===== src/rtl/regfile_pkg.sv =====
// regfile_pkg: shared widths, typedefs and constants for the multi-port register file
//   XLEN_DEF / NREGS_DEF : default data width and register count
//   xlen_t / reg_addr_t  : default-sized data word and register address
//   ZERO_ADDR            : address of the hardwired-zero register
package regfile_pkg;
   localparam int XLEN_DEF  = 32;
   localparam int NREGS_DEF = 32;
   typedef logic [XLEN_DEF-1:0]          xlen_t;
   typedef logic [$clog2(NREGS_DEF)-1:0] reg_addr_t;
   localparam reg_addr_t ZERO_ADDR = '0;
endpackage


===== src/rtl/regfile_scoreboard.sv =====
// regfile_scoreboard: per-register busy flags for RAW hazard detection
//   clk, rstn  : clock, async active-low reset
//   write_reg  : NWR packed write addresses; write_en : per-port write strobe (releases busy)
//   rsv_reg    : register to reserve; rsv_en : reserve strobe (sets busy)
//   busy       : NREGS busy flags
module regfile_scoreboard
   import regfile_pkg::*;
#(
   parameter  int NREGS    = NREGS_DEF,
   parameter  int NWR      = 1,
   parameter  int ZERO_REG = 1,
   localparam int AW       = $clog2(NREGS)
)(
   input  logic              clk,
   input  logic              rstn,
   input  logic [NWR*AW-1:0] write_reg,
   input  logic [NWR-1:0]    write_en,
   input  logic [AW-1:0]     rsv_reg,
   input  logic              rsv_en,
   output logic [NREGS-1:0]  busy
);
   localparam logic [AW-1:0] ZA = AW'(ZERO_ADDR);
   logic [NREGS-1:0] busy_nxt;
   // Releases are applied before the reserve so a new producer issued in the
   // same cycle as the old one's writeback keeps the register busy.
   always_comb begin
      busy_nxt = busy;
      for (int j = 0; j < NWR; j++)
         if (write_en[j]) busy_nxt[write_reg[j*AW +: AW]] = 1'b0;
      if (rsv_en) busy_nxt[rsv_reg] = 1'b1;
      if (ZERO_REG != 0) busy_nxt[ZA] = 1'b0;
   end
   always_ff @(posedge clk or negedge rstn)
      if (!rstn) busy <= '0;
      else       busy <= busy_nxt;
endmodule


===== src/rtl/regfile_mp.sv =====
// regfile_mp: parametrised multi-port register file with optional x0 and write->read bypass
//   clk, rstn   : clock, async active-low reset
//   read_reg    : NRD packed read addresses; read_data : NRD packed read words
//   read_busy   : per read port, addressed register has an outstanding reservation
//   write_reg / write_data / write_en : NWR packed write ports, higher index wins
//   rsv_reg / rsv_en : reserve a register (mark busy)
//   busy_any    : any register busy
module regfile_mp
   import regfile_pkg::*;
#(
   parameter  int XLEN     = XLEN_DEF,
   parameter  int NREGS    = NREGS_DEF,
   parameter  int NRD      = 2,
   parameter  int NWR      = 1,
   parameter  int ZERO_REG = 1,
   parameter  int BYPASS   = 1,
   localparam int AW       = $clog2(NREGS)
)(
   input  logic                clk,
   input  logic                rstn,
   input  logic [NRD*AW-1:0]   read_reg,
   output logic [NRD*XLEN-1:0] read_data,
   output logic [NRD-1:0]      read_busy,
   input  logic [NWR*AW-1:0]   write_reg,
   input  logic [NWR*XLEN-1:0] write_data,
   input  logic [NWR-1:0]      write_en,
   input  logic [AW-1:0]       rsv_reg,
   input  logic                rsv_en,
   output logic                busy_any
);
   localparam logic [AW-1:0] ZA = AW'(ZERO_ADDR);
   logic [XLEN-1:0]  regs [NREGS];
   logic [NREGS-1:0] busy;
   // Ascending port order makes the highest-index port the last assignment, so it wins.
   always_ff @(posedge clk or negedge rstn)
      if (!rstn)
         for (int r = 0; r < NREGS; r++) regs[r] <= '0;
      else
         for (int j = 0; j < NWR; j++)
            if (write_en[j] && !(ZERO_REG != 0 && write_reg[j*AW +: AW] == ZA))
               regs[write_reg[j*AW +: AW]] <= write_data[j*XLEN +: XLEN];
   regfile_scoreboard #(.NREGS(NREGS), .NWR(NWR), .ZERO_REG(ZERO_REG)) u_sb (
      .clk       (clk),
      .rstn      (rstn),
      .write_reg (write_reg),
      .write_en  (write_en),
      .rsv_reg   (rsv_reg),
      .rsv_en    (rsv_en),
      .busy      (busy)
   );
   assign busy_any = |busy;
   for (genvar i = 0; i < NRD; i++) begin : g_rd
      logic [AW-1:0]   ra;
      logic [XLEN-1:0] d;
      assign ra = read_reg[i*AW +: AW];
      // Reset gating matters only for the bypass path: storage already reads 0 in reset.
      always_comb begin
         d = regs[ra];
         if (BYPASS != 0)
            for (int j = 0; j < NWR; j++)
               if (write_en[j] && write_reg[j*AW +: AW] == ra) d = write_data[j*XLEN +: XLEN];
         if (!rstn || (ZERO_REG != 0 && ra == ZA)) d = '0;
      end
      assign read_data[i*XLEN +: XLEN] = d;
      assign read_busy[i] = busy[ra];
   end
endmodule


===== config.mk =====
export PLATFORM = sky130hd
export DESIGN_NAME = regfile_mp
export DESIGN_NICKNAME = d
export VERILOG_FILES = /design/src/rtl/regfile_pkg.sv /design/src/rtl/regfile_scoreboard.sv /design/src/rtl/regfile_mp.sv
export SDC_FILE = /design/constraint.sdc
export NUM_CORES = 2
export LEC_CHECK = 0
export BUFFER_PORTS_ARGS = -buffer_cell sky130_fd_sc_hd__buf_4
export CAP_MARGIN = 5
export CORE_ASPECT_RATIO = 0.7
export CORE_UTILIZATION = 30
export CTS_CLUSTER_DIAMETER = 80
export DETAILED_ROUTE_END_ITERATION = 16
export PLACE_DENSITY = 0.41
export SKIP_CTS_REPAIR_TIMING = 1
export SLEW_MARGIN = 10
export SYNTH_ARGS = -nofsm -noshare
export SYNTH_HDL_FRONTEND = slang
export SYNTH_SLANG_ARGS = --single-unit

===== constraint.sdc =====
create_clock -name clk -period 2.81 [get_ports clk]
set_input_delay 0.281 -clock clk [delete_from_list [all_inputs] [get_ports clk]]
set_output_delay 0.281 -clock clk [all_outputs]
set_load 0.005 [all_outputs]

# Word-level counts from Yosys, hierarchy flattened
# Cells that the tools add are included.
[op_classes]
muxes = 23
reduce_logical = 14
bitwise_logic = 6
order_cmp = 10
eq_ne = 2
[ops]
columns = ["cell", "count"]
rows = [
  ["bitwise mux 1024 bit", 1],
  ["two-way mux 32 bit", 11],
  ["binary-select mux 32 bit (select 5 bit)", 2],
  ["demux 32 bit (select 5 bit)", 1],
  ["bitwise AND 32 bit", 1],
  ["NOT 32 bit", 1],
  ["bitwise OR 32 bit", 1],
  ["OR reduction 31 bit", 1],
  ["< comparator 5 x 6 -> 1 bit (second input constant)", 4],
  ["greater-or-equal comparator 6 bit (second input constant)", 3],
  ["NOT 5 -> 6 bit", 3],
  ["zero test 5 bit", 3],
  ["binary-select mux 1 bit (select 5 bit)", 2],
  ["demux 1 bit (select 5 bit)", 2],
  ["equality test 5 bit", 2],
  ["greater-or-equal comparator 5 x 1 -> 1 bit (second input constant)", 2],
  ["logical AND 1 bit", 6],
  ["< comparator 6 x 1 -> 1 bit (second input constant)", 1],
  ["two-way mux 1 bit", 4],
  ["zero test 1 bit", 2],
  ["logical OR 1 bit", 2],
]
[totals]
wordCells = 88
out_inout_bits = 67
reg_bits = 1055

# Logic depth before layout (Yosys ltp)
[depth]
depth_word = 9
depth_mapped = 10
ltp_nobuf = 5

# Cells and area by module
# A second synthesis with hierarchy kept.
[unflattened]
cells_unflattened = 3997
hier_area_um2 = 56696.9
[modules_own_cells]
columns = ["mod", "seq_area_each_um2", "area_per_inst_um2", "cells_each", "n_inst"]
rows = [
  ["regfile_mp", 25624.6, 55413.1, 3877, 1],
  ["regfile_scoreboard", 775.7, 1283.7, 120, 1],
]

# Worst setup path after synthesis
# No wires, ideal clock.
[synth_timing]
path_kind = "input port to output port"
startpoint = "in read_reg[1]"
endpoint = "out read_data[15]"
arrival_time_ns = 1.998
stages = 8
setup_slack_ns = 0.531
path_cell_list = "buf_2 -> buf_4 -> buf_2 -> buf_1 -> mux4_2 -> a22oi_1 -> a21oi_1 -> a221o_1"
[synth_via]
elab_chain_len = 6
word_cells_on_any_way = 10
classes_between = "1 x eq/ne; 5 x mux; 1 x bitwise; 3 x reduce/logical"
[synth_rtl]
columns = ["element", "line_no", "source"]
rows = [
  ["start: declaration", "regfile_mp.sv:21", "input logic [NRD*AW-1:0] read_reg,"],
  ["NOT 5 -> 6 bit (implied by the code)", "regfile_mp.sv:58", "d = regs[ra];"],
  ["binary-select mux 32 bit (select 5 bit)", "regfile_mp.sv:58", ""],
  ["two-way mux 32 bit (implied by the code) (2 in a row)", "regfile_mp.sv:58", ""],
  ["two-way mux 32 bit", "regfile_mp.sv:61", "if (write_en[j] && write_reg[j*AW +: AW] == ra) d = write_data[j*XLEN +: XLEN];"],
  ["two-way mux 32 bit *", "regfile_mp.sv:62", "if (!rstn || (ZERO_REG != 0 && ra == ZA)) d = '0;"],
  ["end: declaration", "regfile_mp.sv:22", "output logic [NRD*XLEN-1:0] read_data,"],
]
# Every way passes the cells marked *; elsewhere a longest branch is shown, timed or not. The select of a mux whose other input is x is not followed.

# Final worst setup path
[layout_timing]
startpoint = "reg regs[900] (netlist name)"
endpoint = "out read_data[4]"
[layout_via]
elab_chain_len = 5
[layout_rtl]
columns = ["element", "line_no", "source"]
rows = [
  ["start: declaration", "regfile_mp.sv:32", "logic [XLEN-1:0] regs [NREGS];"],
  ["start signal: indexed assignment", "regfile_mp.sv:41", "regs[write_reg[j*AW +: AW]] <= write_data[j*XLEN +: XLEN];"],
  ["binary-select mux 32 bit (select 5 bit)", "regfile_mp.sv:58", ""],
  ["two-way mux 32 bit (implied by the code) (2 in a row)", "regfile_mp.sv:58", ""],
  ["two-way mux 32 bit", "regfile_mp.sv:61", ""],
  ["two-way mux 32 bit", "regfile_mp.sv:62", ""],
]
# No other way between the ends. The select of a mux whose other input is x is not followed.

==> run_results.csv <==
group,metric,value,unit
power_and_ir_drop,cellPowerDensity,682,nW/µm²
cells_and_area,nFillCells,18100,
critical_path,start_kind,"register",
floorplanning,start_util,0.303,
worst_hold_path,min_to,"regs[616]$_DFFE_PN0P_",
placement,io_buffers,122,
power_and_ir_drop,p_sw_frac,0.287,
critical_path,r2r_start,"u_sb.busy[13]$_DFF_PN0_",
worst_hold_path,hold_depth,2,
global_route,grt_pass1_wl,325000,µm
timing,rsz0062_at_grt,"yes",
critical_path,crit_family,"compound AO/OA/AOI/OAI gates",
power_and_ir_drop,switchingPower,13.5,mW
placement,gp_congestion,0.775,
cells_and_area,final_cells,6874,
synthesis,netlist_area,57200,µm²
route,wirelength,228000,µm
synthesis,synthesis.nets,4192,
run_status,outcome,"finished with violations",
power_and_ir_drop,p_int,33.4,mW
global_route,grt_pass1_vias,40100,
timing,relSlewSlack,0.305,
critical_path,cp_slowest_cell,"mux4_2",
power_and_ir_drop,pwr-share-seq,0.434,
synthesis,synth_edf_count,0,
route,drc_errors,0,
placement,place_hpwl,141000,µm
run_status,violations,"setup timing",
critical_path,cp_num_buf_inv,1,
global_route,grt_use_total,0.237,
global_route,grt_overflow,0,
cells_and_area,layout_common_cells,"dfrtp_1 (1053), mux2_2 (987), mux2i_1 (379), mux4_2 (340), buf_4 (315)",
global_route,grt_max_degree,146,
clock_tree,cts-buffers-inserted,117,
critical_path,arrival,2.65,ns
timing,report.final.slew_viol_count,0,
cells_and_area,area_delta_synth_final,20.1,%
timing,tightest_slew,1.04,ns
power_and_ir_drop,comb_power_share,0.212,
floorplanning,die_height,367,µm
route,num_vias,39400,
floorplanning,core_region_area,189000,µm²
route,drt_iter0_markers,3499,
power_and_ir_drop,power.leakage,29.8,nW
synthesis,syn_inst,4136,
global_route,use_met1,0.360,
critical_path,r2r_slack,1.53,ns
timing,fin_skew,0,ns
clock_tree,clk_latency,0.76,ns
cells_and_area,finalNetCount,4328,
clock_tree,clock-sinks,1055,
synthesis,ys_seq_area_frac,0.461,
synthesis,syn_area_per_cell,13.8,µm²
clock_tree,clock_path_buffers,3,
cells_and_area,drive_above_1_share,0.502,
power_and_ir_drop,ir_drop,0.000465,V
floorplanning,num_rows,133,
timing,hold_viol,0,
global_route,grt_busiest_layer,"met1",
critical_path,regToRegEndpoint,"u_sb.busy[13]$_DFF_PN0_",
timing,post-route-period-util,1.04,
timing,setup_slack,-0.123,ns
worst_hold_path,hold_path.startpoint,"write_data[8]",
clock_tree,cts_tree,"done",
critical_path,crit_chain,"mux4_2 -> and2_1 -> o21bai_1 -> a31oi_1 -> a221o_1 -> buf_4",
synthesis,ys_ff_latch,1055,
power_and_ir_drop,p_clk_frac,0.354,
clock_tree,root_buffer,"clkbuf_16",
placement,place_worst_setup_slack,-0.0120,ns
global_route,met2_usage,0.355,
synthesis,yosysWarnings,0,
route,firstDrtPassIters,6,
synthesis,synth_ff_type,"dfrtp_1",
route,antenna_left,0,
route,wire_per_inst,33.2,µm
clock_tree,clkSlewWorstSetupHoldPaths,0.06,ns
clock_tree,htree_levels,3,
timing,setup_viol,22,
global_route,use_met3,0.0351,
timing,holdWs,0.0182,ns
critical_path,cp_max_fo,3,
floorplanning,fp.dieW,524,µm
timing,fmax,0.341,GHz
worst_hold_path,hold_class,"in -> reg",
floorplanning,die_area,193000,µm²
route,via_per_inst,5.73,
critical_path,max_stage_delay,0.49,ns
critical_path,reg2regPathDepth,3,
placement,dp_cells,6634,
timing,setup_tns,-1.40,ns
global_route,antenna_found_initial,9,
critical_path,crit_required,2.53,ns
synthesis,ys_types,56,
floorplanning,ios,123,
critical_path,cp-end-kind,"output pin",
timing,fin_crit,2.93,ns
cells_and_area,mostFrequentLayoutCell,"dfrtp_1",
critical_path,critPathKind,"reg -> out",
job,drv_cap,0,
synthesis,async_flop_share,1.00,
## sequential cells by signal, summed over array words and instances, names as in the netlist
name	count
u_sb.busy	31
regs	1024
## per-stage QoR
step | total power [mW] | util | instance area (µm²)
after detailed placement | 30.1 | 0.338 | 63700
after floorplan | 26.5 | - | 57200
after global routing | 49.1 | 0.364 | 68700
after CTS | 46.9 | 0.359 | 67800
after global placement | 30.0 | 0.338 | 63700
final | 46.9 | 0.364 | 68700
## kinds of logic (layout without fill, tap and decap cells)
kind of cell,Yosys count,after routing,synth area share
buf+inv,471,709,0.0374
other cells,0,3,0
mux,1718,1718,0.397
flops,1055,1055,0.461
compound gates,645,645,0.0818
xor+xnor,10,10,0.00153
simple gates,237,237,0.0215
## cell usage after synthesis, drive strengths merged (32+ instances only)
master	count	area (µm²)
clkbuf	253	951
buf	212	1170
mux4	340	7660
a221oi	157	1380
a221o	47	470
a22o	46	403
nor3	40	200
o21ai	110	551
dfrtp	1055	26400
a22oi	75	563
nand2b	34	213
a211o	32	280
mux2	995	11200
a21oi	124	621
nand2	63	236
mux2i	383	3830
## power groups by stage
stage	Clock [mW]	Sequential [mW]	Combinational (mW)
after global routing	17.6	20.7	10.7
final	16.6	20.3	9.96
after CTS	17.0	20.3	9.62
after floorplan	0	19.7	6.77
after global placement	0	20.5	9.47
after detailed placement	0	20.5	9.60
## area by class of cell
| class | instances | area, µm² | area share |
|---|---|---|---|
| Timing Repair Buffer | 482 | 5390 | 0.0785 |
| Tap cell | 2497 | 3120 | 0.0455 |
| Inverter | 6 | 27.5 | 0.000401 |
| Clock buffer | 174 | 3520 | 0.0512 |
| Multi-Input combinational cell | 2610 | 29700 | 0.432 |
| Antenna cell | 3 | 7.51 | 0.000109 |
| Sequential cell | 1055 | 26400 | 0.384 |
| Clock inverter | 47 | 557 | 0.00810 |
## how the worst max path moves through the flow
stage | to | start | depth (start not counted) | slack, ns
global placement | read_data[9] | read_reg[1] | 9 | -0.04
finish | read_data[4] | regs[900]$_DFFE_PN0P_ | 6 | -0.12
global route | read_data[34] | regs[770]$_DFFE_PN0P_ | 6 | -0.21
CTS | read_data[9] | regs[777]$_DFFE_PN0P_ | 7 | -0.28
floorplan | read_data[15] | read_reg[1] | 8 | 0.53
detailed placement | read_data[17] | read_reg[0] | 8 | -0.01
## layer usage
metal	share of wire	wire, µm	up-vias
met1	0.49	111000	21600
met4	0.023	5170	0
li1	-	-	16400
met3	0.052	11900	262
met5	0	0	-
met2	0.44	100000	1158
Power figures use the tool's default switching activity.
